==> src/rtl/pkt_encoder.sv <==
// Packet encoder: round-robin picks a source with a complete message and frames it as
// PREFIX, source index, length (MSB first), payload and an 8-bit checksum.
module pkt_encoder #(
  parameter int unsigned N_SRC    = 8,
  parameter int unsigned LEN_W    = 8,
  parameter logic [7:0]  PREFIX   = 8'hA5,
  parameter int unsigned CHK_MODE = 0
) (
  input  logic                   clk,
  input  logic                   n_rst,
  input  logic [N_SRC-1:0]       have_msg,
  input  logic [N_SRC-1:0]       src_en,
  input  logic [LEN_W*N_SRC-1:0] len_bus,
  input  logic [8*N_SRC-1:0]     data_bus,
  output logic [N_SRC-1:0]       rdreq,
  output logic [7:0]             tx_data,
  output logic                   tx_valid,
  input  logic                   tx_ready,
  output logic                   busy
);

  localparam int unsigned SRC_W = $clog2(N_SRC);
  localparam int unsigned N_LB  = LEN_W / 8;

  typedef enum logic [2:0] {S_IDLE, S_PREFIX, S_SRC, S_LEN, S_DATA, S_CHK} state_t;

  state_t             state_q, state_d;
  logic [SRC_W-1:0]   src_q, src_d, last_q, last_d;
  logic [LEN_W-1:0]   len_q, len_d, pay_q, pay_d;
  logic               lb_q, lb_d;
  logic [7:0]         chk_q, chk_d, tx_data_d;
  logic               tx_valid_d, busy_d, pop;

  logic               grant_vld;
  logic [SRC_W-1:0]   grant_idx, arb_idx;
  logic [N_SRC-1:0]   req;
  logic [LEN_W-1:0]   grant_len;
  logic [7:0]         head;

  function automatic logic [7:0] chk_add(input logic [7:0] acc, input logic [7:0] b);
    return (CHK_MODE == 0) ? acc + b : acc ^ b;
  endfunction

  // idx 0 selects the high length byte when the field is two bytes wide
  function automatic logic [7:0] len_byte(input logic [LEN_W-1:0] len, input logic idx);
    return (N_LB > 1 && !idx) ? len[LEN_W-1 -: 8] : len[7:0];
  endfunction

  // Round robin: scan downward so the nearest index above last_q wins
  always_comb begin
    req       = have_msg & src_en;
    grant_vld = 1'b0;
    grant_idx = '0;
    arb_idx   = '0;
    for (int unsigned k = N_SRC; k >= 1; k--) begin
      arb_idx = SRC_W'((32'(last_q) + k) % N_SRC);
      if (req[arb_idx]) begin
        grant_vld = 1'b1;
        grant_idx = arb_idx;
      end
    end
  end

  always_comb begin
    grant_len = '0;
    head      = '0;
    for (int i = 0; i < int'(N_SRC); i++) begin
      if (grant_idx == SRC_W'(i)) grant_len = len_bus[LEN_W*i +: LEN_W];
      if (src_q == SRC_W'(i))     head      = data_bus[8*i +: 8];
    end
  end

  // Pop is combinational so the show-ahead head advances on the same edge it is captured
  assign rdreq = pop ? (N_SRC'(1) << src_q) : '0;

  always_ff @(posedge clk or negedge n_rst) begin
    if (!n_rst) begin
      state_q  <= S_IDLE;
      src_q    <= '0;
      last_q   <= SRC_W'(N_SRC - 1);
      len_q    <= '0;
      pay_q    <= '0;
      lb_q     <= 1'b0;
      chk_q    <= '0;
      tx_data  <= '0;
      tx_valid <= 1'b0;
      busy     <= 1'b0;
    end else begin
      state_q  <= state_d;
      src_q    <= src_d;
      last_q   <= last_d;
      len_q    <= len_d;
      pay_q    <= pay_d;
      lb_q     <= lb_d;
      chk_q    <= chk_d;
      tx_data  <= tx_data_d;
      tx_valid <= tx_valid_d;
      busy     <= busy_d;
    end
  end

  always_comb begin
    state_d    = state_q;
    src_d      = src_q;
    last_d     = last_q;
    len_d      = len_q;
    pay_d      = pay_q;
    lb_d       = lb_q;
    chk_d      = chk_q;
    tx_data_d  = tx_data;
    tx_valid_d = tx_valid;
    pop        = 1'b0;
    case (state_q)
      S_IDLE: if (grant_vld) begin
        src_d      = grant_idx;
        last_d     = grant_idx;
        len_d      = grant_len;
        pay_d      = '0;
        lb_d       = 1'b0;
        chk_d      = '0;
        tx_data_d  = PREFIX;
        tx_valid_d = 1'b1;
        state_d    = S_PREFIX;
      end
      S_PREFIX: if (tx_ready) begin
        tx_data_d = 8'(src_q);
        chk_d     = chk_add(chk_q, 8'(src_q));
        state_d   = S_SRC;
      end
      S_SRC: if (tx_ready) begin
        tx_data_d = len_byte(len_q, 1'b0);
        chk_d     = chk_add(chk_q, len_byte(len_q, 1'b0));
        lb_d      = 1'b0;
        state_d   = S_LEN;
      end
      S_LEN: if (tx_ready) begin
        if (32'(lb_q) == N_LB - 1) begin
          if (len_q == '0) begin
            tx_data_d = chk_q;
            state_d   = S_CHK;
          end else begin
            tx_data_d = head;
            chk_d     = chk_add(chk_q, head);
            pay_d     = LEN_W'(1);
            pop       = 1'b1;
            state_d   = S_DATA;
          end
        end else begin
          lb_d      = 1'b1;
          tx_data_d = len_byte(len_q, 1'b1);
          chk_d     = chk_add(chk_q, len_byte(len_q, 1'b1));
        end
      end
      S_DATA: if (tx_ready) begin
        if (pay_q == len_q) begin
          tx_data_d = chk_q;
          state_d   = S_CHK;
        end else begin
          tx_data_d = head;
          chk_d     = chk_add(chk_q, head);
          pay_d     = pay_q + LEN_W'(1);
          pop       = 1'b1;
        end
      end
      S_CHK: if (tx_ready) begin
        tx_valid_d = 1'b0;
        state_d    = S_IDLE;
      end
      default: state_d = S_IDLE;
    endcase
    busy_d = (state_d != S_IDLE);
  end

endmodule

==> config.mk <==
export PLATFORM = sky130hd
export DESIGN_NAME = pkt_encoder
export DESIGN_NICKNAME = d
export VERILOG_FILES = /design/src/rtl/pkt_encoder.sv
export SDC_FILE = /design/constraint.sdc
export NUM_CORES = 1
export LEC_CHECK = 0
export BUFFER_PORTS_ARGS = -buffer_cell sky130_fd_sc_hd__buf_2
export CORE_UTILIZATION = 52
export CTS_CLUSTER_DIAMETER = 30
export DETAILED_ROUTE_END_ITERATION = 16
export MAX_ROUTING_LAYER = met4
export PLACE_DENSITY = 0.82
export SETUP_SLACK_MARGIN = 0.02
export SYNTH_ARGS = -nofsm -noshare
export SYNTH_HDL_FRONTEND = slang
export SYNTH_SLANG_ARGS = --single-unit
export TNS_END_PERCENT = 5
==> constraint.sdc <==
create_clock -name clk -period 4.4 [get_ports clk]
set_input_delay 0.88 -clock clk [delete_from_list [all_inputs] [get_ports clk]]
set_output_delay 0.88 -clock clk [all_outputs]
set_load 0.01 [all_outputs]
After elaboration in Yosys (flattened, before gate mapping)
Index checks and enable logic that the tools add are counted.
- logic and storage cells: 173
- input bits: 147
- output and inout port bits: 18
- bits in registers: 44
- bitwise logic cells: 1
- shift-type cells: 1
- add/subtract/negate cells: 12
- reductions and logical operators: 15
- order comparisons: 8
- eq/ne operators: 30
- muxes and demuxes: 96
- operators with widths (kind ; number):
    two-way mux 8 bit ; 38
    case mux 8 bit (5 select lines) ; 2
    two-way mux 3 bit ; 16
    less-than comparator 3 x 4 -> 1 bit (second input constant) ; 8
    == test 3 bit (second input constant) ; 10
    two-way mux 1 bit ; 27
    binary-select mux 1 bit (select 3 bit) ; 8
    case mux 8 bit (3 select lines) ; 1
    == test 3 x 2 -> 1 bit (second input constant) ; 6
    != test 2 bit (second input constant) ; 9
    case mux 3 bit (6 select lines) ; 1
    adder 8 bit ; 2
    adder 3 bit (second input constant) ; 4
    == test 3 x 1 -> 1 bit (second input constant) ; 3
    logical NOT 3 bit ; 3
    nonzero test 3 bit ; 3
    adder 8 x 1 -> 8 bit (second input constant) ; 1
    adder 8 x 3 -> 8 bit ; 1
    bitwise AND 8 bit ; 1
    == test 8 bit ; 1
    logical NOT 8 bit ; 1
    AND reduction 8 bit ; 1
    left shift 1 x 3 -> 8 bit (first input constant) ; 1
    AND reduction 7 bit ; 1
    11 further kinds ; 14

Longest topological paths before layout
- depth after elaboration: 20
- mapped depth: 21
- depth with buffers taken out: 19

Worst setup path after synthesis
OpenSTA, ideal clock, no wires.
- path kind: register to register
- start: register src_q[0]
- end: register chk_q[7]
- clock period less this slack: 3805 ps
- data required time: 4282 ps
- path slack: 595 ps
- buffers on the path: 2
- arrival time: 3687 ps
- stages on the path, launching flop included: 18
- path through: dfrtp_1 > clkbuf_1 > buf_1 > mux4_2 > mux2i_1 > o22ai_1 > a22oi_1 > o21ai_0 > ha_1 > a21o_1 > a21oi_1 > o21bai_1 > a21oi_1 > o21bai_1 > a21oi_1 > xor2_1 > a21o_1 > a21o_1
- longest elaborated chain between the ends: 14
- elaborated cells on any way between the ends: 25
- those cells by class: add/sub: 2; eq/ne: 7; mux: 15; reduce/logical: 1
- ends and longest elaborated chain (item ; line ; source):
    from (decl) ; 28 ; logic [SRC_W-1:0] src_q, src_d, last_q, last_d;
    from (signal assigned) ; 90 ; src_q <= src_d;
    logical NOT 3 bit ; 69 ; if (src_q == SRC_W'(i)) head = data_bus[8*i +: 8];
    two-way mux 8 bit (8 in a row) ; 69 ;
    adder 8 bit ; 41 ; return (CHK_MODE == 0) ? acc + b : acc ^ b;
    two-way mux 8 bit ; 138 ; if (len_q == '0) begin
    two-way mux 8 bit ; 137 ; if (32'(lb_q) == N_LB - 1) begin
    two-way mux 8 bit ; 136 ; S_LEN: if (tx_ready) begin
    case mux 8 bit (5 select lines) * ; 113 ; case (state_q)
    to (signal assigned) ; 95 ; chk_q <= chk_d;
    to (decl) ; 31 ; logic [7:0] chk_q, chk_d, tx_data_d;
Every way passes the cells marked *; elsewhere a longest branch is shown, timed or not. The select of a mux whose other input is x is not followed.
A chain may end at the register's enable or synchronous reset.

Worst setup path after layout
Same ends and word-level chain as after synthesis.

==> load_flow_metrics.sql <==
INSERT INTO impl_metrics (metric_group, metric, value, unit) VALUES
('route', 'initialDrtViolationCount', '608', ''),
('timing', 'layout_min_cycle_time', '4.07', 'ns'),
('global_routing', 'use_met1', '45.2', '%'),
('clock_tree', 'cts_tree', 'built', ''),
('global_routing', 'grtUsageMet2', '54.3', '%'),
('route', 'route.detailed.vias_per_inst', '6.52', ''),
('floorplan', 'num_rows', '34', ''),
('cells_and_area', 'finalInstanceArea', '5930', 'um^2'),
('global_routing', 'number_of_antenna_violations_at_the_first_check_in_global_routing', '0', ''),
('placed_design', 'detailedPlace.worstSlack', '0.223', 'ns'),
('synth', 'async_reset_ff_share', '100', '%'),
('timing', 'unrepaired_setup_endpoints_after_global_routing', 'false', ''),
('synth', 'yosys-mux-area-fraction', '16.9', '%'),
('global_routing', 'via_count_of_the_first_global_routing_pass', '5296', ''),
('cells_and_area', 'antenna_cells', '0', ''),
('synth', 'synth.largest_area_cell', 'sky130_fd_sc_hd__dfrtp_1', ''),
('cells_and_area', 'final_cell_mix', 'sky130_fd_sc_hd__buf_2 (164), sky130_fd_sc_hd__nand2_1 (74), sky130_fd_sc_hd__o21ai_0 (54)', ''),
('route', 'wl_per_cell', '19.2', 'um'),
('placed_design', 'io_buffer_count', '164', ''),
('timing', 'report.final.setup_viol', '0', ''),
('synth', 'synth_area', '4880', 'um^2'),
('global_routing', 'top_usage_layer', 'met2', ''),
('floorplan', 'start_util', '54.8', '%'),
('global_routing', 'maximum_number_of_pins_on_one_net_before_global_route_repair', '44', ''),
('cells_and_area', 'finalCoreUtilization', '66.7', '%'),
('power_and_ir_drop', 'power.ir.vdd_worst', '0.000792', 'V'),
('power_and_ir_drop', 'combinationalPowerShare', '78.2', '%'),
('power_and_ir_drop', 'clk_pwr_share', '6.3', '%'),
('critical_path', 'worstPathRequired', '4.59', 'ns'),
('timing', 'max_slew_margin', '38.2', '%'),
('global_routing', 'grtUsageMet3', '4.61', '%'),
('clock_tree', 'ctsHtreeMaxLevel', '2', ''),
('job', 'max_cap_viol', '0', ''),
('global_routing', 'grt_util_all_layers', '34.1', '%'),
('floorplan', 'floorplan.die.height', '98.8', 'um'),
('synth', 'synth.area.top_cells', 'sky130_fd_sc_hd__dfrtp_1 (21%), sky130_fd_sc_hd__mux4_2 (10%), sky130_fd_sc_hd__nand2_1 (5.7%)', ''),
('cells_and_area', 'layout.filler_cells', '776', ''),
('timing', 'setup_tns', '0', 'ns'),
('cells_and_area', 'layoutNonFillerInstCount', '848', ''),
('cells_and_area', 'layout-drive-gt1-share', '33.1', '%'),
('synth', 'main_combinational_cell_family_by_area_after_synthesis', 'compound AO/OA/AOI/OAI gates', ''),
('power_and_ir_drop', 'net_switching_power_of_the_design', '3.17', 'mW'),
('synth', 'synth_compound_gate_area_share', '30.0', '%'),
('critical_path', 'arr_time_crit_path', '4.26', 'ns'),
('synth', 'ys_dominant_reg_cell', 'sky130_fd_sc_hd__dfrtp_1', ''),
('clock_tree', 'cts_resized', '0', ''),
('timing', 'slew_viol_final', '0', ''),
('global_routing', 'grt_first_pass_wirelength', '25800', 'um'),
('synth', 'ys_seq_elements', '43', ''),
('placed_design', 'dpl-instance-area', '5800', 'um^2'),
('floorplan', 'floorplan.io_pins', '165', ''),
('route', 'final_antenna_net_count', '0', ''),
('timing', 'timing.final.ws_setup', '0.332', 'ns'),
('run_status', 'status', 'finished clean', ''),
('synth', 'yosys.area_share.adder', '2.98', '%'),
('timing', 'achievable-frequency', '0.246', 'GHz'),
('floorplan', 'design.die.area', '9770', 'um^2'),
('timing', 'final.setup_skew', '0.00912', 'ns'),
('clock_tree', 'clock_sink_count', '43', ''),
('clock_tree', 'post_cts_hold_buffer_count', '0', ''),
('synth', 'post_synth_xor_xnor_area', '3.95', '%'),
('critical_path', 'cp-end-kind', 'flip-flop', ''),
('critical_path', 'critical_path.max_fanout', '15', ''),
('placed_design', 'place.gp.congestion', '0.967', ''),
('critical_path', 'timing_worst_setup_path_type', 'reg -> reg', ''),
('route', 'wl', '16200', 'um'),
('synth', 'post_synth_and_or_nand_nor_area_fraction', '19.0', '%'),
('power_and_ir_drop', 'cellInternalPower', '2.70', 'mW'),
('route', 'routed-via-count', '5533', ''),
('clock_tree', 'postcts_setup_bufs', '0', ''),
('route', 'firstDrtPassIters', '7', '');
[state kept, by name, indices dropped and copies added, names as in the netlist]
name,count
chk_q,8
len_q,8
pay_q,8
tx_data,8
last_q,3
src_q,3
state_q,3
busy,1
tx_valid,1
[path summary, 6_finish.rpt]
check | from | endpoint | slack (ns) | cells after the start
min reg2reg | chk_q[7] | chk_q[7] | 0.54 | 1
min | chk_q[7] | chk_q[7] | 0.54 | 1
max | src_q[0] | chk_q[7] | 0.33 | 18
max reg2reg | src_q[0] | chk_q[7] | 0.33 | 18
max in group asynchronous | n_rst | len_q[0] | 3.11 | 1
min in group asynchronous | n_rst | pay_q[7] | 0.71 | 1
[synthesized netlist by cell type, types with 4 or more instances]
| cell type | instances |
|---|---|
| sky130_fd_sc_hd__buf_2 | 5 |
| sky130_fd_sc_hd__nor2_1 | 43 |
| sky130_fd_sc_hd__nor4_1 | 5 |
| sky130_fd_sc_hd__a22o_1 | 4 |
| sky130_fd_sc_hd__mux4_2 | 22 |
| sky130_fd_sc_hd__a211oi_1 | 9 |
| sky130_fd_sc_hd__nand2b_1 | 7 |
| sky130_fd_sc_hd__inv_1 | 15 |
| sky130_fd_sc_hd__o221ai_1 | 6 |
| sky130_fd_sc_hd__a21oi_1 | 29 |
| sky130_fd_sc_hd__a21o_1 | 4 |
| sky130_fd_sc_hd__mux2_1 | 7 |
| sky130_fd_sc_hd__xnor2_1 | 7 |
| sky130_fd_sc_hd__clkbuf_1 | 17 |
| sky130_fd_sc_hd__a221oi_1 | 11 |
| sky130_fd_sc_hd__xor2_1 | 10 |
| sky130_fd_sc_hd__o21ai_1 | 8 |
| sky130_fd_sc_hd__a21boi_0 | 8 |
| sky130_fd_sc_hd__o21ai_0 | 54 |
| sky130_fd_sc_hd__nand2_1 | 74 |
| sky130_fd_sc_hd__o31ai_1 | 4 |
| sky130_fd_sc_hd__and2_1 | 8 |
| sky130_fd_sc_hd__o22ai_1 | 19 |
| sky130_fd_sc_hd__mux2i_1 | 15 |
| sky130_fd_sc_hd__and3_1 | 4 |
| sky130_fd_sc_hd__a31oi_1 | 12 |
| sky130_fd_sc_hd__nand3_1 | 24 |
| sky130_fd_sc_hd__nor3_1 | 7 |
| sky130_fd_sc_hd__buf_1 | 6 |
| sky130_fd_sc_hd__a22oi_1 | 7 |
| sky130_fd_sc_hd__mux2_2 | 4 |
| sky130_fd_sc_hd__dfrtp_1 | 40 |
| sky130_fd_sc_hd__ha_1 | 10 |
[final cells by class]
cell class,count,area [um^2],area share (%)
Sequential cell,43,1080,18.2
Multi-Input combinational cell,487,3550,59.8
Clock inverter,2,60.1,1.01
Clock buffer,6,72.6,1.22
Timing Repair Buffer,183,963,16.2
Inverter,19,71.3,1.20
Tap cell,108,135,2.28
[layer usage]
layer  vias up  share of wire, %
met3        46               8.1
met5         -                 0
li1       2545                 -
met4         0               2.3
met2       326                48
met1      2616                42
[critical path, cell delays in order (launching register included)]
cell and delay, ns:
sky130_fd_sc_hd__dfrtp_1 0.62, sky130_fd_sc_hd__nor2b_1 0.26, sky130_fd_sc_hd__a21oi_1 0.24, sky130_fd_sc_hd__o221ai_1 0.14, sky130_fd_sc_hd__a22oi_1 0.28, sky130_fd_sc_hd__nor2_1 0.07, sky130_fd_sc_hd__a21oi_1 0.13, sky130_fd_sc_hd__nor2_1 0.07
sky130_fd_sc_hd__a221o_1 0.29, sky130_fd_sc_hd__ha_1 0.28, sky130_fd_sc_hd__a21o_1 0.18, sky130_fd_sc_hd__a21oi_1 0.25, sky130_fd_sc_hd__o21bai_1 0.12, sky130_fd_sc_hd__a21oi_1 0.26, sky130_fd_sc_hd__o21bai_1 0.13, sky130_fd_sc_hd__a21oi_1 0.18
sky130_fd_sc_hd__xor2_1 0.11, sky130_fd_sc_hd__a21o_1 0.19, sky130_fd_sc_hd__a21o_1 0.17
[metrics by stage]
stage / power, mW / hold WS (ns)
2_1_floorplan: 4.31 / 0.464
3_3_place_gp: 5.27 / 0.490
3_5_place_dp: 5.39 / 0.519
4_1_cts: 5.79 / 0.536
5_1_grt: 6.33 / 0.551
6_report: 5.87 / 0.538
[cell families after synthesis]
group / after synthesis
AND/OR/NAND/NOR: 194
adder cells (fa/ha/maj): 11
XOR/XNOR: 19
flip-flops: 43
buffers and inverters: 52
multiplexers: 51
AO/OA/AOI/OAI: 212
[power groups by stage]
stage | Clock (mW) | Combinational, mW | Sequential [mW]
floorplan | 0 | 3.61 | 0.700
global placement | 0 | 4.37 | 0.900
detailed placement | 0 | 4.48 | 0.903
CTS | 0.371 | 4.52 | 0.900
global route | 0.387 | 5.01 | 0.934
finish | 0.370 | 4.59 | 0.910
Power figures use the tool's default switching activity.
